<file path="config.mk">
export PLATFORM = sky130hd
export DESIGN_NAME = slave_read_mem_burst_flat
export DESIGN_NICKNAME = d
export VERILOG_FILES = /design/src/rtl/slave_read_mem_burst_if.sv /design/src/rtl/slave_read_mem_burst.sv /design/src/flat_wrapper.sv
export SDC_FILE = /design/constraint.sdc
export NUM_CORES = 1
export LEC_CHECK = 0
export CAP_MARGIN = 20
export CORE_AREA = 2 2 125 127
export DETAILED_ROUTE_END_ITERATION = 12
export DIE_AREA = 0 0 127 129
export PLACE_DENSITY = 0.92
export SLEW_MARGIN = 20
export SYNTH_ARGS = -nofsm -noshare
export SYNTH_HDL_FRONTEND = slang
export SYNTH_SLANG_ARGS = --single-unit
</file>
<file path="constraint.sdc">
create_clock -name ACLK -period 5 [get_ports ACLK]
set_clock_uncertainty 0.1 [all_clocks]
set_input_delay 1.5 -clock ACLK [delete_from_list [all_inputs] [get_ports ACLK]]
set_output_delay 1.5 -clock ACLK [all_outputs]
set_load 0.02 [all_outputs]
</file>
<file path="src/rtl/slave_read_mem_burst_if.sv">
// AXI-style read address / read data channel bundle shared by the
// burst slave and whatever master drives it.
interface slave_read_mem_burst_if #(
  parameter int ID_W   = 4,
  parameter int ADDR_W = 32,
  parameter int DATA_W = 32,
  parameter int LEN_W  = 4
);
  // Handshakes: a transfer happens on a rising clock edge where VALID and
  // READY are both high; the source holds payload stable while VALID is
  // high and READY is low, and never waits on READY to raise VALID.
  logic [ID_W-1:0]   ARID;
  logic [ADDR_W-1:0] ARADDR;
  logic [LEN_W-1:0]  ARLEN;
  logic [2:0]        ARSIZE;
  logic [1:0]        ARBURST;
  logic              ARVALID;
  logic              ARREADY;

  logic [ID_W-1:0]   RID;
  logic [DATA_W-1:0] RDATA;
  logic [1:0]        RRESP;
  logic              RLAST;
  logic              RVALID;
  logic              RREADY;

  modport master (
    output ARID, ARADDR, ARLEN, ARSIZE, ARBURST, ARVALID, RREADY,
    input  ARREADY, RID, RDATA, RRESP, RLAST, RVALID
  );

  modport slave (
    input  ARID, ARADDR, ARLEN, ARSIZE, ARBURST, ARVALID, RREADY,
    output ARREADY, RID, RDATA, RRESP, RLAST, RVALID
  );
endinterface

</file>
<file path="src/rtl/slave_read_mem_burst.sv">
// Read-burst slave: accepts one AR request at a time, reads each beat from a
// fixed-latency memory and returns it on the R channel (FIXED/INCR/WRAP).
module slave_read_mem_burst #(
  parameter int ID_W    = 4,
  parameter int ADDR_W  = 32,
  parameter int DATA_W  = 32,
  parameter int LEN_W   = 4,
  parameter int MEM_LAT = 2
) (
  input  logic                ACLK,
  input  logic                ARESETn,
  slave_read_mem_burst_if.slave bus,
  input  logic                ar_block,
  output logic                mem_cs,
  output logic [ADDR_W-1:0]   address_out,
  input  logic [DATA_W-1:0]   data_in,
  output logic [1:0]          dbg_state
);
  localparam int         MAX_SIZE = $clog2(DATA_W / 8);
  localparam logic [3:0] LAT_LAST = 4'(MEM_LAT - 1);

  typedef enum logic [1:0] {S_IDLE = 2'd0, S_WAIT = 2'd1, S_RESP = 2'd2} state_t;

  state_t              state;
  logic [ID_W-1:0]     id_q;
  logic [ADDR_W-1:0]   addr_q;
  logic [LEN_W-1:0]    len_q;
  logic [2:0]          size_q;
  logic [1:0]          burst_q;
  logic                err_q;
  logic [LEN_W-1:0]    beat_q;
  logic [3:0]          lat_cnt;
  logic [DATA_W-1:0]   rdata_q;
  logic [ID_W-1:0]     rid_q;
  logic [1:0]          rresp_q;
  logic                rlast_q;
  logic                rvalid_q;
  logic                mem_cs_q;
  logic [ADDR_W-1:0]   addr_out_q;

  logic                ar_err;
  logic [ADDR_W-1:0]   incr;
  logic [ADDR_W-1:0]   wrap_mask;
  logic [ADDR_W-1:0]   next_addr;

  // Request is answered with SLVERR beats if it cannot be served as asked.
  always_comb begin
    ar_err = 1'b0;
    if (bus.ARBURST == 2'b11) ar_err = 1'b1;
    if (bus.ARSIZE > 3'(MAX_SIZE)) ar_err = 1'b1;
    if (bus.ARBURST == 2'b10 &&
        !(bus.ARLEN == LEN_W'(1) || bus.ARLEN == LEN_W'(3) ||
          bus.ARLEN == LEN_W'(7) || bus.ARLEN == LEN_W'(15)))
      ar_err = 1'b1;
  end

  // WRAP keeps the upper address bits and lets the low bits roll inside the window.
  always_comb begin
    incr      = ADDR_W'(1) << size_q;
    wrap_mask = ((ADDR_W'(len_q) + ADDR_W'(1)) << size_q) - ADDR_W'(1);
    case (burst_q)
      2'b00:   next_addr = addr_q;
      2'b10:   next_addr = (addr_q & ~wrap_mask) | ((addr_q + incr) & wrap_mask);
      default: next_addr = addr_q + incr;
    endcase
  end

  always_ff @(posedge ACLK) begin
    if (ARESETn) begin
      state      <= S_IDLE;
      id_q       <= '0;
      addr_q     <= '0;
      len_q      <= '0;
      size_q     <= '0;
      burst_q    <= '0;
      err_q      <= 1'b0;
      beat_q     <= '0;
      lat_cnt    <= '0;
      rdata_q    <= '0;
      rid_q      <= '0;
      rresp_q    <= '0;
      rlast_q    <= 1'b0;
      rvalid_q   <= 1'b0;
      mem_cs_q   <= 1'b0;
      addr_out_q <= '0;
    end else begin
      case (state)
        S_IDLE: begin
          if (bus.ARVALID && bus.ARREADY) begin
            id_q       <= bus.ARID;
            addr_q     <= bus.ARADDR;
            len_q      <= bus.ARLEN;
            size_q     <= bus.ARSIZE;
            burst_q    <= bus.ARBURST;
            err_q      <= ar_err;
            beat_q     <= '0;
            lat_cnt    <= '0;
            mem_cs_q   <= !ar_err;
            addr_out_q <= bus.ARADDR;
            state      <= S_WAIT;
          end
        end
        S_WAIT: begin
          if (lat_cnt == LAT_LAST) begin
            rdata_q    <= err_q ? '0 : data_in;
            rid_q      <= id_q;
            rresp_q    <= err_q ? 2'b10 : 2'b00;
            rlast_q    <= (beat_q == len_q);
            rvalid_q   <= 1'b1;
            mem_cs_q   <= 1'b0;
            addr_out_q <= '0;
            state      <= S_RESP;
          end else begin
            lat_cnt <= lat_cnt + 4'd1;
          end
        end
        S_RESP: begin
          if (bus.RREADY) begin
            rvalid_q <= 1'b0;
            rlast_q  <= 1'b0;
            rdata_q  <= '0;
            rid_q    <= '0;
            rresp_q  <= '0;
            if (rlast_q) begin
              state <= S_IDLE;
            end else begin
              addr_q     <= next_addr;
              addr_out_q <= next_addr;
              mem_cs_q   <= !err_q;
              beat_q     <= beat_q + LEN_W'(1);
              lat_cnt    <= '0;
              state      <= S_WAIT;
            end
          end
        end
        default: state <= S_IDLE;
      endcase
    end
  end

  assign bus.ARREADY = (state == S_IDLE) && !ar_block;
  assign bus.RVALID  = rvalid_q;
  assign bus.RDATA   = rdata_q;
  assign bus.RID     = rid_q;
  assign bus.RRESP   = rresp_q;
  assign bus.RLAST   = rlast_q;
  assign mem_cs      = mem_cs_q;
  assign address_out = addr_out_q;
  assign dbg_state   = state;
endmodule

</file>
<file path="src/flat_wrapper.sv">
// flat-port wrapper written by rule: the top's interface ports become plain ports
module slave_read_mem_burst_flat 
#(
  parameter int ID_W    = 4,
  parameter int ADDR_W  = 32,
  parameter int DATA_W  = 32,
  parameter int LEN_W   = 4,
  parameter int MEM_LAT = 2
)
  (ACLK, ARESETn, ar_block, mem_cs, address_out, data_in, dbg_state, bus_ARID, bus_ARADDR, bus_ARLEN, bus_ARSIZE, bus_ARBURST, bus_ARVALID, bus_RREADY, bus_ARREADY, bus_RID, bus_RDATA, bus_RRESP, bus_RLAST, bus_RVALID);
  slave_read_mem_burst_if #(.ID_W(ID_W), .ADDR_W(ADDR_W), .DATA_W(DATA_W), .LEN_W(LEN_W)) bus_i ();
  input  logic ACLK;
  input  logic ARESETn;
  input  logic ar_block;
  output logic mem_cs;
  output logic [ADDR_W-1:0] address_out;
  input  logic [DATA_W-1:0] data_in;
  output logic [1:0] dbg_state;
  input wire logic [$bits(bus_i.ARID)-1:0] bus_ARID;
  input wire logic [$bits(bus_i.ARADDR)-1:0] bus_ARADDR;
  input wire logic [$bits(bus_i.ARLEN)-1:0] bus_ARLEN;
  input wire logic [$bits(bus_i.ARSIZE)-1:0] bus_ARSIZE;
  input wire logic [$bits(bus_i.ARBURST)-1:0] bus_ARBURST;
  input wire logic [$bits(bus_i.ARVALID)-1:0] bus_ARVALID;
  input wire logic [$bits(bus_i.RREADY)-1:0] bus_RREADY;
  output wire logic [$bits(bus_i.ARREADY)-1:0] bus_ARREADY;
  output wire logic [$bits(bus_i.RID)-1:0] bus_RID;
  output wire logic [$bits(bus_i.RDATA)-1:0] bus_RDATA;
  output wire logic [$bits(bus_i.RRESP)-1:0] bus_RRESP;
  output wire logic [$bits(bus_i.RLAST)-1:0] bus_RLAST;
  output wire logic [$bits(bus_i.RVALID)-1:0] bus_RVALID;
  assign bus_i.ARID = bus_ARID;
  assign bus_i.ARADDR = bus_ARADDR;
  assign bus_i.ARLEN = bus_ARLEN;
  assign bus_i.ARSIZE = bus_ARSIZE;
  assign bus_i.ARBURST = bus_ARBURST;
  assign bus_i.ARVALID = bus_ARVALID;
  assign bus_i.RREADY = bus_RREADY;
  assign bus_ARREADY = bus_i.ARREADY;
  assign bus_RID = bus_i.RID;
  assign bus_RDATA = bus_i.RDATA;
  assign bus_RRESP = bus_i.RRESP;
  assign bus_RLAST = bus_i.RLAST;
  assign bus_RVALID = bus_i.RVALID;
  slave_read_mem_burst #(.ID_W(ID_W), .ADDR_W(ADDR_W), .DATA_W(DATA_W), .LEN_W(LEN_W), .MEM_LAT(MEM_LAT)) u_core (.ACLK(ACLK), .ARESETn(ARESETn), .bus(bus_i), .ar_block(ar_block), .mem_cs(mem_cs), .address_out(address_out), .data_in(data_in), .dbg_state(dbg_state));
endmodule
</file>
**Yosys cells after proc, flatten, opt, wreduce, memory -nomap -nowiden**

Index checks and enable logic that the tools add are counted.
W data, S select, Z words.

- Register bits: 129
- Latch bits: 0
- Bits in writable memories: 0
- Bits in read-only memories: 0
- Input port bits: 82
- Logic and storage cells: 109
- Memories: 0

- Add/sub/neg operators: 5
- Multipliers: 0
- Div/mod/pow operators: 0
- $lt $le $gt $ge: 1
- Equal/unequal tests: 16
- Shift-type cells: 2
- Mux-type cells: 44
- Bitwise operators: 4
- Reduce and logical (&&, ||, !) cells: 21

Operator list:

| kind | number |
|---|---|
| $mux W32 | 7 |
| $pmux W32 S2 | 3 |
| $pmux W32 S3 | 1 |
| $and A32 B32 Y32 | 2 |
| $add A32 B32 Y32 | 1 |
| $mux W4 | 8 |
| $not A32 Y32 | 1 |
| $or A32 B32 Y32 | 1 |
| $shl A1 B3 Y32 const A | 1 |
| $shl A32 B3 Y32 | 1 |
| $sub A32 B1 Y32 const B | 1 |
| $pmux W4 S2 | 2 |
| $mux W2 | 6 |
| $pmux W4 S3 | 1 |
| $mux W1 | 11 |
| $reduce_and A5 Y1 | 2 |
| $add A4 B1 Y4 const B | 2 |
| $eq A2 B2 Y1 const B | 4 |
| $eq A4 B1 Y1 const B | 2 |
| $ne A2 B2 Y1 const B | 3 |
| $pmux W2 S3 | 1 |
| $reduce_and A3 Y1 | 2 |
| $add A4 B1 Y5 const B | 1 |
| $eq A4 B2 Y1 const B | 1 |
| other kinds (17) | 28 |

**Longest topological paths before layout**

Gate-level depths: netlist (run 1).

- Depth after elaboration: 10
- Depth in mapped cells: 16

**Least setup slack after synthesis (run 1)**

No wires, ideal clock.

- Path type: input-to-reg
- From: input ar_block
- To: register u_core.addr_q[15]
- Library setup time: 134 ps
- Data arrival time: 3307 ps
- Data required time: 4766 ps
- Path slack: 1459 ps
- Stages: 8
- Cells stage by stage: nor2b_1 > nand2_1 > nor2_1 > o21ai_0 > clkbuf_1 > clkbuf_1 > o311ai_0 > o31ai_1

- Longest elaborated chain between the ends: 5

Ends and longest elaborated chain:

| element | line | RTL |
|---|---|---|
| start: declaration | flat_wrapper.sv:14 | `input logic ar_block;` |
| $logic_not A1 Y1 | slave_read_mem_burst.sv:141 | `assign bus.ARREADY = (state == S_IDLE) && !ar_block;` |
| $logic_and A1 B1 Y1 | slave_read_mem_burst.sv:141 |  |
| $logic_and A1 B1 Y1 | slave_read_mem_burst.sv:89 | `if (bus.ARVALID && bus.ARREADY) begin` |
| $ne A2 B1 Y1 (no line) | -- |  |
| $reduce_and A4 Y1 (no line) | -- |  |
| end signal: assignment | slave_read_mem_burst.sv:91 | `addr_q <= bus.ARADDR;` |
| end signal: assignment | slave_read_mem_burst.sv:127 | `addr_q <= next_addr;` |
| end: declaration | slave_read_mem_burst.sv:26 | `logic [ADDR_W-1:0] addr_q;` |

Every way passes these cells.
A chain may end at the register's enable or synchronous reset.

**Worst setup path after layout (run 1)**

- From: register u_core.size_q[1]
- To: register u_core.addr_out_q[24] (netlist: u_core.address_out[24])

- Longest elaborated chain between the ends: 9
- Elaborated cells between the ends (all ways): 12
- Classes of those cells: add/sub: 2; shift: 2; mux: 4; bitwise: 4

Ends and longest elaborated chain:

| element | line | RTL |
|---|---|---|
| start: declaration | slave_read_mem_burst.sv:28 | `logic [2:0] size_q;` |
| start signal: assignment | slave_read_mem_burst.sv:93 | `size_q <= bus.ARSIZE;` |
| $shl A32 B3 Y32 | slave_read_mem_burst.sv:60 | `wrap_mask = ((ADDR_W'(len_q) + ADDR_W'(1)) << size_q) - ADDR_W'(1);` |
| $sub A32 B1 Y32 | slave_read_mem_burst.sv:60 |  |
| $not A32 Y32 | slave_read_mem_burst.sv:63 | `2'b10: next_addr = (addr_q & ~wrap_mask) \| ((addr_q + incr) & wrap_mask);` |
| $and A32 B32 Y32 | slave_read_mem_burst.sv:63 |  |
| $or A32 B32 Y32 | slave_read_mem_burst.sv:63 |  |
| $pmux W32 S2 (*) | slave_read_mem_burst.sv:61 | `case (burst_q)` |
| $mux W32 (*) | slave_read_mem_burst.sv:124 | `if (rlast_q) begin` |
| $mux W32 (*) | slave_read_mem_burst.sv:118 | `if (bus.RREADY) begin` |
| $pmux W32 S3 (*) | slave_read_mem_burst.sv:87 | `case (state)` |
| end signal: assignment | slave_read_mem_burst.sv:99 | `addr_out_q <= bus.ARADDR;` |
| end signal: assignment | slave_read_mem_burst.sv:128 | `addr_out_q <= next_addr;` |
| end: declaration | slave_read_mem_burst.sv:39 | `logic [ADDR_W-1:0] addr_out_q;` |

Mark *: on every way between the ends. The rest lies on a longest branch, timed or not. The select of a mux whose other input is x is not followed.

==> flow_metrics.env, run 1 <==
export IMPL_totalPowerFinal_mw=3.75
export IMPL_io_pins=158
export IMPL_ys_types=82
export IMPL_rows=45
export IMPL_setup_ws_ps=520
export IMPL_drt_initial_drc_count=1081
export IMPL_diodes=0
export IMPL_hold_path_startpoint="u_core.id_q[1]"
export IMPL_synth_nets=1090
export IMPL_clk_pin_slew_ps=60
export IMPL_rr_startpoint="u_core.size_q[1]"
export IMPL_cts_repair_resized=0
export IMPL_dieArea_mm2=0.0164
export IMPL_die_h_um=129
export IMPL_r2r_slack_ps=520
export IMPL_vias_per_cell=6.55
export IMPL_drive_above_1_share=0.0627
export IMPL_drc_errors=0
export IMPL_cap_violations=0
export IMPL_hp_class="reg2reg"
export IMPL_gp_congestion=0.919
export IMPL_dp_slack_ps=673
export IMPL_coreArea_mm2=0.0150
export IMPL_critical_path_required_ps=5210
export IMPL_rr_endpoint="u_core.address_out[24]"
export IMPL_synthTopCellsByArea="dfxtp_1 33%, a21oi_1 6.1%, nor2_1 5.6%"
export IMPL_clock_latency_ps=430
export IMPL_synth_flop_cell="dfxtp_1"
export IMPL_fin_setup_tns_ps=0
export IMPL_min_to="u_core.id_q[1]"
export IMPL_status="complete, no violations"
export IMPL_cts_hold_buffers=0
export IMPL_cts_setup_buffers=0
export IMPL_area_growth_pct=30.5
export IMPL_die_x_um=127
export IMPL_synth_seq_cells=128
export IMPL_via_count=8550
export IMPL_synthCells=989
export IMPL_hpwl_um=16100
export IMPL_r2r_cells=11
export IMPL_worst_ep_arrival_time_ps=4690
export IMPL_hold_depth=2
export IMPL_p_per_area_mw_per_mm2=374
export IMPL_synth_avg_cell_area_um2=7.76
export IMPL_drtPass1Iterations=6
export IMPL_grt_pass1_wl_um=40000
export IMPL_initial_utilization=0.512
export IMPL_yosysWarnings=0
export IMPL_cts_tree="done"
export IMPL_netlist_area_leader_share=0.334
export IMPL_finalCritPeriodShare=0.896
export IMPL_max_vdd_ir_drop_mv=0.287
export IMPL_post_route_util=0.669
export IMPL_start_kind="flip-flop"
export IMPL_max_slew_margin=0.306
export IMPL_yosysTopAreaCell="dfxtp_1"
export IMPL_slew_viol_final=0
export IMPL_critPathMaxFanout=27
export IMPL_cts_sinks=128
export IMPL_drt_wl_total_um=24800
export IMPL_holdWs_ps=361
export IMPL_crit_path_end_kind="flip-flop"
export IMPL_fin_crit_ps=4480
export IMPL_power_leakage_nw=3.63
export IMPL_worst_pin_slew_ps=1040
export IMPL_ys_async_sr_fraction=0
export IMPL_cts_max_level=4
export IMPL_ctsRootBufferMaster="clkbuf_16"
export IMPL_n_fill_cell=1144
export IMPL_routedWlPerCell_um=19.0
export IMPL_gr_total_overflow=0
export IMPL_syn_cell_area_mm2=0.00767
export IMPL_antenna_found_initial=0
export IMPL_synth_edf_count=0
export IMPL_clock_fmax_mhz=223
export IMPL_rsz0062_at_grt="no"
export IMPL_worstSetupPathType="reg2reg"
export IMPL_clock_path_buffers=2
export IMPL_first_global_vias=8169
export IMPL_antenna_left=0
export IMPL_finalNetCount=1205
export IMPL_finalHoldViolations=0
export IMPL_ys_seq_area_frac=0.334
export IMPL_grt_usage=0.300
export IMPL_io_buffers=156
export IMPL_setup_violations=0
export IMPL_grt_max_degree=66
export IMPL_numCtsBuffers=17
-- cell type report --
cell class                 count  area, µm²  area share
clock inverter                13        280      0.0280
tap                          188        235      0.0235
inverter                      18       67.6     0.00675
clock buffer                  19        443      0.0442
timing repair buffer         173       1690       0.168
sequential                   128       2560       0.256
multi-input combinational    766       4740       0.473
-- synth_stat cells (12+ instances only) --
| library cell | n |
|---|---|
| or3_1 | 15 |
| xnor2_1 | 15 |
| nand3_1 | 33 |
| nand2_1 | 72 |
| clkbuf_1 | 60 |
| a21oi_1 | 93 |
| ha_1 | 18 |
| o21ai_0 | 46 |
| a31oi_1 | 14 |
| nor3_1 | 43 |
| mux2i_1 | 16 |
| nor2_1 | 115 |
| and3_1 | 23 |
| dfxtp_1 | 128 |
| a211oi_1 | 15 |
| inv_1 | 17 |
| o211ai_1 | 12 |
| a22oi_1 | 40 |
| a21o_1 | 14 |
-- worst max-delay path by stage --
stage,cells after the start,end,from
global placement,3,bus_ARREADY,ar_block
detailed placement,3,bus_ARREADY,ar_block
CTS,3,bus_ARREADY,ar_block
finish,11,u_core.address_out[24],u_core.size_q[1]
floorplan,8,u_core.addr_q[15],ar_block
global route,11,u_core.address_out[24],u_core.size_q[1]
-- power breakdown --
part | leakage (nW) | switching, mW | internal [mW] | total [mW]
Sequential | 1.04 | 0.102 | 1.13 | 1.23
Clock | 0.352 | 0.489 | 1.05 | 1.54
Combinational | 2.24 | 0.574 | 0.404 | 0.978
Total | 3.63 | 1.16 | 2.58 | 3.75
-- worst max-delay path: stages, from the launching register on --
cell and delay, ps:
dfxtp_1 820, inv_1 210, nor3_1 290, ha_1 300
a211oi_1 70, o21bai_1 340, o2111a_1 460, nand3_1 120
a2111oi_1 830, o21ai_0 360, xnor2_1 220, o31a_1 260
-- state kept, by name (all words and copies together), names as in the netlist --
signal	count
u_core.addr_q	32
u_core.address_out	32
u_core.beat_q	4
u_core.burst_q	2
u_core.bus.RDATA	32
u_core.bus.RID	4
u_core.bus.RLAST	1
u_core.bus.RRESP	1
u_core.bus.RVALID	1
u_core.dbg_state	2
u_core.err_q	1
u_core.id_q	4
u_core.lat_cnt	4
u_core.len_q	4
u_core.mem_cs	1
u_core.size_q	3
-- logic make-up (layout without fill, tap and decap cells) --
family,after synthesis,after routing,share of synthesized area
compound gates,318,318,0.279
xor+xnor,25,25,0.0285
fa+ha+maj,19,19,0.0320
buf+inv,95,223,0.0497
flops,128,128,0.334
mux,21,21,0.0285
other cells,1,1,0.000489
simple gates,382,382,0.248
-- per-stage QoR --
step	cell area (µm²)	instances
floorplan	7670	989
global placement	9290	1273
detailed placement	9290	1273
CTS	10000	1305
global route	10000	1305
finish	10000	1305
-- cells in the final DEF (no fill, tap or decap), types with 9 or more instances in the layout --
master             n
clkdlybuf4s50_1  155
xnor2_1           15
nor4_1            10
o21ai_0           45
nor3_1            42
a31oi_1           14
nand2_1           72
nor2b_1           11
a211oi_1          15
and3_1            23
clkbuf_16         17
a22oi_1           40
inv_1             17
o31a_1            11
a21o_1            14
nand4_1           10
a21oi_1           93
xor2_1            10
mux2i_1           16
ha_1              17
nand3_1           33
o22ai_1           11
nand2b_1           9
nor2_1           115
or3_1             15
buf_4             18
dfxtp_1          128
o211ai_1          12
-- routing by layer --
| metal | track usage | share of wire |
|---|---|---|
| met1 | 0.374 | 0.40 |
| met2 | 0.487 | 0.46 |
| met3 | 0.0844 | 0.11 |
| met4 | 0.133 | 0.031 |
| met5 | 0 | 0 |
(Power assumes the default switching activity.)
==> inputs of run 2 (changes only) <==
--- a/config.mk
+++ b/config.mk
@@ -6,10 +6,12 @@
 export NUM_CORES = 1
 export LEC_CHECK = 0
 export CAP_MARGIN = 20
-export CORE_AREA = 2 2 125 127
+export CORE_AREA = 2 2 117 119
 export DETAILED_ROUTE_END_ITERATION = 12
-export DIE_AREA = 0 0 127 129
-export PLACE_DENSITY = 0.92
+export DIE_AREA = 0 0 119 121
+export DONT_BUFFER_PORTS = 1
+export GPL_TIMING_DRIVEN = 0
+export PLACE_DENSITY = 0.86
 export SLEW_MARGIN = 20
 export SYNTH_ARGS = -nofsm -noshare
 export SYNTH_HDL_FRONTEND = slang
==> run 2 against run 1 <==
Sequential share of layout area increased by 4.2 points. Combinational power decreased by 26%. Global-route usage increased by 5.8 points. Register-to-register slack got worse by 140 ps. Flip-flop and latch count unchanged. Core utilization decreased by 1.2 points. First-iteration DRC count increased by 11%. Final area decreased by 14%. Cell count decreased by 8.3%. Worst setup slack got worse by 140 ps.
==> flow_metrics.env, run 2 (synthesized netlist as in run 1, its figures left out) <==
export IMPL_fin_crit_ps=4620
export IMPL_crit_path_end_kind="flip-flop"
export IMPL_cts_hold_buffers=0
export IMPL_clock_path_buffers=2
export IMPL_first_global_vias=7743
export IMPL_drt_wl_total_um=26200
export IMPL_worst_pin_slew_ps=929
export IMPL_finalNetCount=1109
export IMPL_drt_initial_drc_count=1199
export IMPL_gp_congestion=1.03
export IMPL_area_growth_pct=12.0
export IMPL_cts_sinks=128
export IMPL_drtPass1Iterations=8
export IMPL_max_slew_margin=0.375
export IMPL_hp_class="reg2reg"
export IMPL_grt_pass1_wl_um=40500
export IMPL_slew_viol_final=0
export IMPL_gr_total_overflow=0
export IMPL_cts_tree="done"
export IMPL_fin_setup_tns_ps=0
export IMPL_die_h_um=121
export IMPL_finalHoldViolations=0
export IMPL_coreArea_mm2=0.0131
export IMPL_critPathMaxFanout=10
export IMPL_n_fill_cell=1113
export IMPL_worst_ep_arrival_time_ps=4840
export IMPL_p_per_area_mw_per_mm2=411
export IMPL_start_kind="flip-flop"
export IMPL_rsz0062_at_grt="no"
export IMPL_cts_setup_buffers=0
export IMPL_finalCritPeriodShare=0.924
export IMPL_clk_pin_slew_ps=60
export IMPL_vias_per_cell=6.92
export IMPL_clock_fmax_mhz=217
export IMPL_io_buffers=0
export IMPL_worstSetupPathType="reg2reg"
export IMPL_dieArea_mm2=0.0144
export IMPL_grt_usage=0.358
export IMPL_diodes=0
export IMPL_setup_violations=0
export IMPL_ctsRootBufferMaster="clkbuf_16"
export IMPL_antenna_left=0
export IMPL_critical_path_required_ps=5220
export IMPL_numCtsBuffers=17
export IMPL_hpwl_um=18500
export IMPL_drc_errors=0
export IMPL_grt_max_degree=17
export IMPL_status="complete, no violations"
export IMPL_cap_violations=0
export IMPL_rows=42
export IMPL_layout_common_cells="128 x dfxtp_1, 115 x nor2_1, 93 x a21oi_1, 72 x nand2_1, 60 x clkbuf_1"
export IMPL_max_vdd_ir_drop_mv=0.333
export IMPL_power_leakage_nw=3.09
export IMPL_via_count=8289
export IMPL_io_pins=158
export IMPL_final_common_cell="dfxtp_1"
export IMPL_antenna_found_initial=0
export IMPL_drive_above_1_share=0.0617
export IMPL_clock_latency_ps=430
export IMPL_die_x_um=119
export IMPL_totalPowerFinal_mw=3.53
export IMPL_cts_max_level=4
export IMPL_routedWlPerCell_um=21.9
export IMPL_initial_utilization=0.586
export IMPL_post_route_util=0.657
## run 2: cell count changes in the layout (fill, tap and decap cells not counted), sizes merged
cell	delta
buf	-1
inv	+1
clkinvlp	+2
bufinv	-1
clkinv	-1
clkdlybuf4s50	-155
clkbuf	+59
## run 2: area by class of cell
class | count | area, µm² | area share
plain buffers | 77 | 314 | 0.0365
clock buffers | 18 | 439 | 0.0511
well taps | 176 | 220 | 0.0256
clock inverters | 14 | 258 | 0.0300
inverters | 18 | 67.6 | 0.00786
multi-input cells | 766 | 4730 | 0.551
flip-flops and latches | 128 | 2560 | 0.298
## run 2: per-stage QoR
stage	cell area [µm²]	cells	hold slack [ps]	setup slack [ps]
finish	8590	1197	370	382
global placement	7890	1165	347	323
floorplan	7670	989	337	1460
global route	8590	1197	387	191
detailed placement	7890	1165	358	345
CTS	8590	1197	373	291
## run 2: routing by layer
| metal | vias up | GRT usage | part of all wire |
|---|---|---|---|
| met5 | - | 0 | 0 |
| met4 | 0 | 0.164 | 0.047 |
| met3 | 134 | 0.124 | 0.14 |
| met2 | 628 | 0.568 | 0.44 |
| met1 | 3807 | 0.439 | 0.38 |
| li1 | 3720 | - | - |
## run 2: where the power goes
| group | internal [mW] | leakage (nW) | total, mW | switching, mW |
|---|---|---|---|---|
| combinational | 0.230 | 1.71 | 0.726 | 0.496 |
| clock | 0.998 | 0.337 | 1.49 | 0.495 |
| sequential | 1.13 | 1.04 | 1.31 | 0.183 |
| total | 2.35 | 3.09 | 3.53 | 1.17 |
## run 2: final timing paths
| path | startpoint | to | slack, ps | depth (start not counted) |
|---|---|---|---|---|
| setup / recovery | u_core.size_q[2] | u_core.address_out[24] | 380 | 12 |
| hold / removal | u_core.id_q[1] | u_core.id_q[1] | 370 | 2 |
| hold reg to reg | u_core.id_q[1] | u_core.id_q[1] | 370 | 2 |
| setup reg to reg | u_core.size_q[2] | u_core.address_out[24] | 380 | 12 |
## run 2: worst max-delay path, cell delays in order (launching register included)
cell and delay, ps:
dfxtp_1 400, clkbuf_1 380, buf_1 470, nor3_1 160, ha_1 400, a211oi_1 100, o21bai_1 390, o2111a_1 510
nand3_1 150, a2111oi_2 680, o21ai_0 330, xnor2_1 200, o31a_1 240
## run 2: what timing repair did
item / in CTS / in global routing
hold endpoints to repair: 0 / 0
gates resized for setup: 0 / 1
setup endpoints to repair: 0 / 5
